[src/rtl/usb_rx_buffer.sv]
// usb_rx_buffer: packet-aware receive FIFO between the USB receiver and the
// AHB slave. Captures DATA bytes of a packet, tracks framing (start, done,
// error) and offers a pop-style read port with a registered head byte.
// Optional feature: define USB_RX_BUF_OVERFLOW_FLAG_EN to get a sticky
// overflow flag that also turns an overflowed packet's EOP into an error.
module usb_rx_buffer #(
    parameter int DEPTH = 64,
    parameter int AW    = $clog2(DEPTH)
) (
    input  logic          clk,
    input  logic          rst,
    input  logic [2:0]    rx_packet,
    input  logic          store_rx_packet,
    input  logic [7:0]    rx_packet_data,
    input  logic          get_rx_data,
    input  logic          clear,
    output logic [7:0]    rx_data,
    output logic [AW:0]   buffer_occupancy,
    output logic          rx_data_ready,
    output logic          rx_transfer_active,
    output logic          rx_error,
    output logic          rx_overflow
);

    localparam logic [AW:0] FULL_COUNT = (AW+1)'(DEPTH);

    typedef enum logic [2:0] {
        PKT_NONE       = 3'd0,
        PKT_IN         = 3'd1,
        PKT_OUT        = 3'd2,
        PKT_DATA_START = 3'd3,
        PKT_DATA       = 3'd4,
        PKT_ACK        = 3'd5,
        PKT_EOP        = 3'd6,
        PKT_ERR        = 3'd7
    } pkt_e;

    typedef enum logic [1:0] {
        S_IDLE,
        S_RECV,
        S_DONE,
        S_ERROR
    } state_e;

    logic [7:0]    r_mem [DEPTH];
    state_e        r_state;
    logic [AW-1:0] r_wr_ptr;
    logic [AW-1:0] r_rd_ptr;
    logic [AW:0]   r_occ;
    logic [7:0]    r_rx_data;
    logic          r_ready;
    logic          r_active;
    logic          r_error;

    pkt_e          w_code;
    logic          w_start;
    logic          w_data;
    logic          w_eop;
    logic          w_err_pkt;
    logic          w_full;
    logic          w_empty;
    logic          w_pop;
    logic          w_wr_en;
    logic          w_flush;
    logic          w_fwd;
    state_e        w_next_state;
    logic [AW-1:0] w_rd_next;
    logic [AW:0]   w_occ_after_pop;
    logic [AW:0]   w_occ_next;

    assign w_code          = pkt_e'(rx_packet);
    assign w_start         = store_rx_packet && (w_code == PKT_DATA_START);
    assign w_data          = store_rx_packet && (w_code == PKT_DATA);
    assign w_eop           = store_rx_packet && (w_code == PKT_EOP);
    assign w_err_pkt       = store_rx_packet && (w_code == PKT_ERR);
    assign w_full          = (r_occ == FULL_COUNT);
    assign w_empty         = (r_occ == '0);
    assign w_pop           = get_rx_data && !w_empty;
    assign w_wr_en         = (r_state == S_RECV) && w_data && !w_full;
    assign w_occ_after_pop = r_occ - (AW+1)'(w_pop);
    assign w_occ_next      = w_flush ? '0 : (w_occ_after_pop + (AW+1)'(w_wr_en));
    // A flush discards stored bytes by catching the read pointer up to the
    // write pointer, so pointers keep wrapping across packets.
    assign w_rd_next       = w_flush ? r_wr_ptr : (r_rd_ptr + AW'(w_pop));
    // Popping onto the slot being written this cycle: bypass the memory.
    assign w_fwd           = w_wr_en && w_pop && (r_wr_ptr == w_rd_next);

`ifdef USB_RX_BUF_OVERFLOW_FLAG_EN
    logic r_overflow;
    logic w_ovf_hit;
    assign w_ovf_hit   = (r_state == S_RECV) && w_data && w_full;
    assign rx_overflow = r_overflow;
`else
    assign rx_overflow = 1'b0;
`endif

    // Packet framing: next state and flush decision
    always_comb begin
        w_next_state = r_state;
        w_flush      = 1'b0;
        case (r_state)
            S_IDLE: begin
                if (w_start) begin
                    w_next_state = S_RECV;
                    w_flush      = 1'b1;
                end
            end
            S_RECV: begin
                if (w_start) begin
                    w_flush = 1'b1;
                end else if (w_eop) begin
`ifdef USB_RX_BUF_OVERFLOW_FLAG_EN
                    if (r_overflow) begin
                        w_next_state = S_ERROR;
                        w_flush      = 1'b1;
                    end else begin
                        w_next_state = S_DONE;
                    end
`else
                    w_next_state = S_DONE;
`endif
                end else if (w_err_pkt) begin
                    w_next_state = S_ERROR;
                    w_flush      = 1'b1;
                end
            end
            S_DONE: begin
                if (w_start) begin
                    w_next_state = S_RECV;
                    w_flush      = 1'b1;
                end else if (w_occ_after_pop == '0) begin
                    w_next_state = S_IDLE;
                end
            end
            S_ERROR: w_next_state = S_IDLE;
            default: w_next_state = S_IDLE;
        endcase
    end

    // Byte storage (no reset needed, occupancy qualifies contents)
    always_ff @(posedge clk) begin
        if (w_wr_en) r_mem[r_wr_ptr] <= rx_packet_data;
    end

    // FSM, pointers, occupancy and registered status outputs
    always_ff @(posedge clk) begin
        if (rst || clear) begin
            r_state   <= S_IDLE;
            r_wr_ptr  <= '0;
            r_rd_ptr  <= '0;
            r_occ     <= '0;
            r_rx_data <= '0;
            r_ready   <= 1'b0;
            r_active  <= 1'b0;
            r_error   <= 1'b0;
`ifdef USB_RX_BUF_OVERFLOW_FLAG_EN
            r_overflow <= 1'b0;
`endif
        end else begin
            r_state   <= w_next_state;
            r_wr_ptr  <= r_wr_ptr + AW'(w_wr_en);
            r_rd_ptr  <= w_rd_next;
            r_occ     <= w_occ_next;
            r_rx_data <= w_flush ? '0 : (w_fwd ? rx_packet_data : r_mem[w_rd_next]);
            r_ready   <= (w_next_state == S_DONE) && (w_occ_next != '0);
            r_active  <= (w_next_state == S_RECV);
            if ((w_next_state == S_ERROR) && (r_state != S_ERROR))
                r_error <= 1'b1;
            else if (w_start && (r_state != S_ERROR))
                r_error <= 1'b0;
`ifdef USB_RX_BUF_OVERFLOW_FLAG_EN
            if (w_start && (r_state != S_ERROR))
                r_overflow <= 1'b0;
            else if (w_ovf_hit)
                r_overflow <= 1'b1;
`endif
        end
    end

    assign rx_data            = r_rx_data;
    assign buffer_occupancy   = r_occ;
    assign rx_data_ready      = r_ready;
    assign rx_transfer_active = r_active;
    assign rx_error           = r_error;

endmodule
[config.mk]
export PLATFORM = sky130hd
export DESIGN_NAME = usb_rx_buffer
export DESIGN_NICKNAME = d
export VERILOG_FILES = /design/src/rtl/usb_rx_buffer.sv
export SDC_FILE = /design/constraint.sdc
export NUM_CORES = 1
export LEC_CHECK = 0
export ABC_CLOCK_PERIOD_IN_PS = 8200
export CORE_MARGIN = 4
export CORE_UTILIZATION = 50
export CTS_CLUSTER_SIZE = 16
export DETAILED_ROUTE_END_ITERATION = 8
export HOLD_SLACK_MARGIN = 0.03
export PLACE_DENSITY = 0.66
export SLEW_MARGIN = 0
export SYNTH_ARGS = -nofsm -noshare
export SYNTH_HDL_FRONTEND = slang
export SYNTH_SLANG_ARGS = --single-unit
[constraint.sdc]
create_clock -name clk -period 8.2 [get_ports clk]
set_input_delay 1.64 -clock clk [delete_from_list [all_inputs] [get_ports clk]]
set_output_delay 1.64 -clock clk [all_outputs]
set_load 0.01 [all_outputs]
==> results.sh <==
export IMPL_cts_resized=0
export IMPL_power_switching_w=0.002324
export IMPL_holdCritPathClass="register to register"
export IMPL_critPathBufInv=2
export IMPL_ir_drop_v=0.0003395
export IMPL_hold_viol=0
export IMPL_pwr_density_cell_nw_per_um2=296.9
export IMPL_path_cells="clkdlybuf4s50_1 > and3_1 > nand3_4 > nand2_4 > buf_12 > a211oi_1 > or4_1 > a22o_1 > nor3_1 > a221o_1"
export IMPL_clkTransAtPathRegs_ns=0.06
export IMPL_final_common_cell="edfxtp_1"
export IMPL_min_period_ns=5.368
export IMPL_grt_antenna_before_repair=0
export IMPL_root_buffer="clkbuf_16"
export IMPL_cp_top_family="simple AND/OR/NAND/NOR gates"
export IMPL_vias_per_cell=6.388
export IMPL_clock_skew_ns=0.03243
export IMPL_routedWlPerCell_microns=25.84
export IMPL_yosys_most_used_dff="edfxtp_1"
export IMPL_cts_htree_levels=2
export IMPL_design_portCount=35
export IMPL_grtUsageTotal_pct=24.03
export IMPL_grt_pass1_vias=13750
export IMPL_tns_ns=0
export IMPL_grt_pass1_wl_mm=87.14
export IMPL_core_sq_um=44410
export IMPL_drive_above_1_share_pct=8.894
export IMPL_maxSlewHeadroom_pct=24.93
export IMPL_use_met1_pct=33.22
export IMPL_die_h_microns=220.4
export IMPL_cp_arrival_ns=5.91
export IMPL_total_leakage_power_nw=8.144
export IMPL_grt_ovfl_total=0
export IMPL_p_sw_share_pct=31.19
export IMPL_grt_max_degree=135
export IMPL_nets=1646
export IMPL_cts_post_setup_buffers_inserted=0
export IMPL_slowest_delay_ns=0.75
export IMPL_final_area_sq_um=25100
export IMPL_pwr_share_seq_pct=41.2
export IMPL_synth_edff_count=512
export IMPL_placed_area_sq_um=23350
export IMPL_clock_latency_ns=0.62
export IMPL_whs_ns=0.4936
export IMPL_rsz0062_at_grt="false"
export IMPL_cts_buffers=53
export IMPL_synth_distinct_cells=76
export IMPL_vias=14420
export IMPL_cp_end_kind="register"
export IMPL_cp_required_ns=8.75
export IMPL_ys_seq_elements=544
export IMPL_p_comb_share_pct=25.9
export IMPL_pwr_share_clk_pct=32.9
export IMPL_synthesis_area_sq_um=22550
export IMPL_syn_num_nets=1641
export IMPL_area_delta_synth_final_pct=11.31
export IMPL_first_pass_iters=5
export IMPL_hold_buffers=0
export IMPL_finalWirelength_mm=58.33
export IMPL_drv_cap=0
export IMPL_drt_iter0_drc=1599
export IMPL_routabilityCongestion=0.9110
export IMPL_layout_common_cells="512 x edfxtp_1, 214 x nand2_1, 91 x nor2_1, 87 x o21ai_0, 54 x clkbuf_16"
export IMPL_start_util_pct=50.78
export IMPL_cts_tree="built"
export IMPL_grtUsageMet3_pct=4.353
export IMPL_ctsLongestPathBuffers=3
export IMPL_die_area_sq_um=48570
export IMPL_dp_hpwl_mm=34.45
export IMPL_grtUsageMet2_pct=38.47
export IMPL_drc=0
export IMPL_critical_path_class="input port to register"
export IMPL_cp_max_fo=78
export IMPL_fillers=3469
export IMPL_cts_sinks=544
export IMPL_syn_inst=1617
export IMPL_slew_viol_final=0
export IMPL_synth_avg_cell_area_sq_um=13.95
export IMPL_synthArstFlopShare_pct=0
export IMPL_ant_nets=0
export IMPL_busiest_layer="met2"
export IMPL_internal_power_w=0.005129
export IMPL_start_kind="input port"
export IMPL_setup_viol=0
export IMPL_seq_area_frac_synth_pct=71.01
export IMPL_port_buffers=33
export IMPL_post_route_period_util_pct=65.47
export IMPL_die_w_microns=220.4
export IMPL_status="complete, no violations"
export IMPL_yosysWarnings=0
export IMPL_fp_row_count=77
export IMPL_tightest_slew_ns=1.098
export IMPL_fmax_ghz=0.1863
export IMPL_cpMaxStageDelayCell="nand2_4"
logic make-up after synthesis:
family          count (synthesis)  synth area share, %
compound gates                384                12.50
mux                            46                2.635
flops                         544                71.01
simple gates                  482                9.730
xor+xnor                       26                1.010
other cells                     1              0.01663
buf+inv                       126                2.657
fa+ha+maj                       8               0.4438
cell usage after synthesis (all sizes together), types with 4 or more instances:
library cell    n  area [sq um]
a2111oi         9         91.34
a211oi         46         345.3
a21boi          6         48.80
a21oi          35         175.2
a22oi          19         142.6
a311oi         49         429.2
a31oi           7         43.79
a32o           36         360.4
a32oi          37         324.1
and2            5         31.28
and3           50         317.8
buf            56         336.6
clkbuf         60         225.2
dfxtp          32         640.6
edfxtp        512         15370
ha              8         100.1
inv             9         33.78
mux2i          36         372.9
mux4            9         206.5
nand2         216         813.3
nand3          51         260.3
nand4          12         75.07
nor2           93         359.1
nor2b           5         31.28
nor3           22         110.1
o21ai          94         474.2
o221ai          7         61.31
o22ai           7         43.79
o31a            7         61.31
o32ai           4         35.03
or3             5         31.28
or4             8         60.06
xnor2          19         166.4
xor2            7         61.31
flip-flops by register name, summed over array words and instances, names as in the netlist:
signal / cells
r_rd_ptr: 6
rx_data_ready: 1
rx_transfer_active: 1
r_state: 2
r_wr_ptr: 6
rx_error: 1
r_mem: 512
rx_data: 8
buffer_occupancy: 7
tightest hold or removal path: stages (launching register included):
cell and delay, ns:
dfxtp_1 0.33, nand2_1 0.07, a21oi_1 0.05
stage by stage:
stage | instances | util [%] | total power, W | worst slack [ns]
final | 2257 | 56.52 | 0.007454 | 2.832
after global routing | 2256 | 56.52 | 0.007762 | 2.647
after CTS | 2256 | 56.52 | 0.007480 | 2.928
after detailed placement | 2159 | 52.57 | 0.005048 | 2.306
after global placement | 2159 | 52.57 | 0.005021 | 2.346
after floorplan | 1617 | - | 0.004549 | 3.985
final cells by class:
type / instances / area [sq um] / area share [%]
multi-input combinational: 947 / 5992 / 23.87
tap: 592 / 740.7 / 2.951
sequential: 544 / 16020 / 63.80
inverter: 10 / 37.54 / 0.1495
clock inverter: 32 / 330.3 / 1.316
antenna: 1 / 2.502 / 0.009968
timing repair buffer: 66 / 563.0 / 2.243
clock buffer: 65 / 1423 / 5.667
path summary, 6_finish.rpt:
check	start	to	slack (ns)	cells after the start
max	store_rx_packet	rx_data[5]$_SDFF_PP0_	2.83	10
min	rx_error$_SDFFE_PP0P_	rx_error$_SDFFE_PP0P_	0.49	2
max reg2reg	buffer_occupancy[1]$_SDFF_PP0_	rx_data[5]$_SDFF_PP0_	3.41	13
min reg2reg	rx_error$_SDFFE_PP0P_	rx_error$_SDFFE_PP0P_	0.49	2
routing by layer:
layer	vias to the layer above	wire length, microns
li1	6371	-
met1	7265	24040
met2	636	27500
met3	145	4605
met4	0	2182
met5	-	0
power by group through the flow:
stage,Sequential [W],Clock (W),Combinational (W)
after global placement,0.00313,0,0.00189
after floorplan,0.00313,0,0.00142
final,0.00307,0.00245,0.00193
after detailed placement,0.00313,0,0.00192
after CTS,0.00307,0.00248,0.00192
after global routing,0.00307,0.00260,0.00209
No activity file was read; power rests on OpenSTA's default activity.
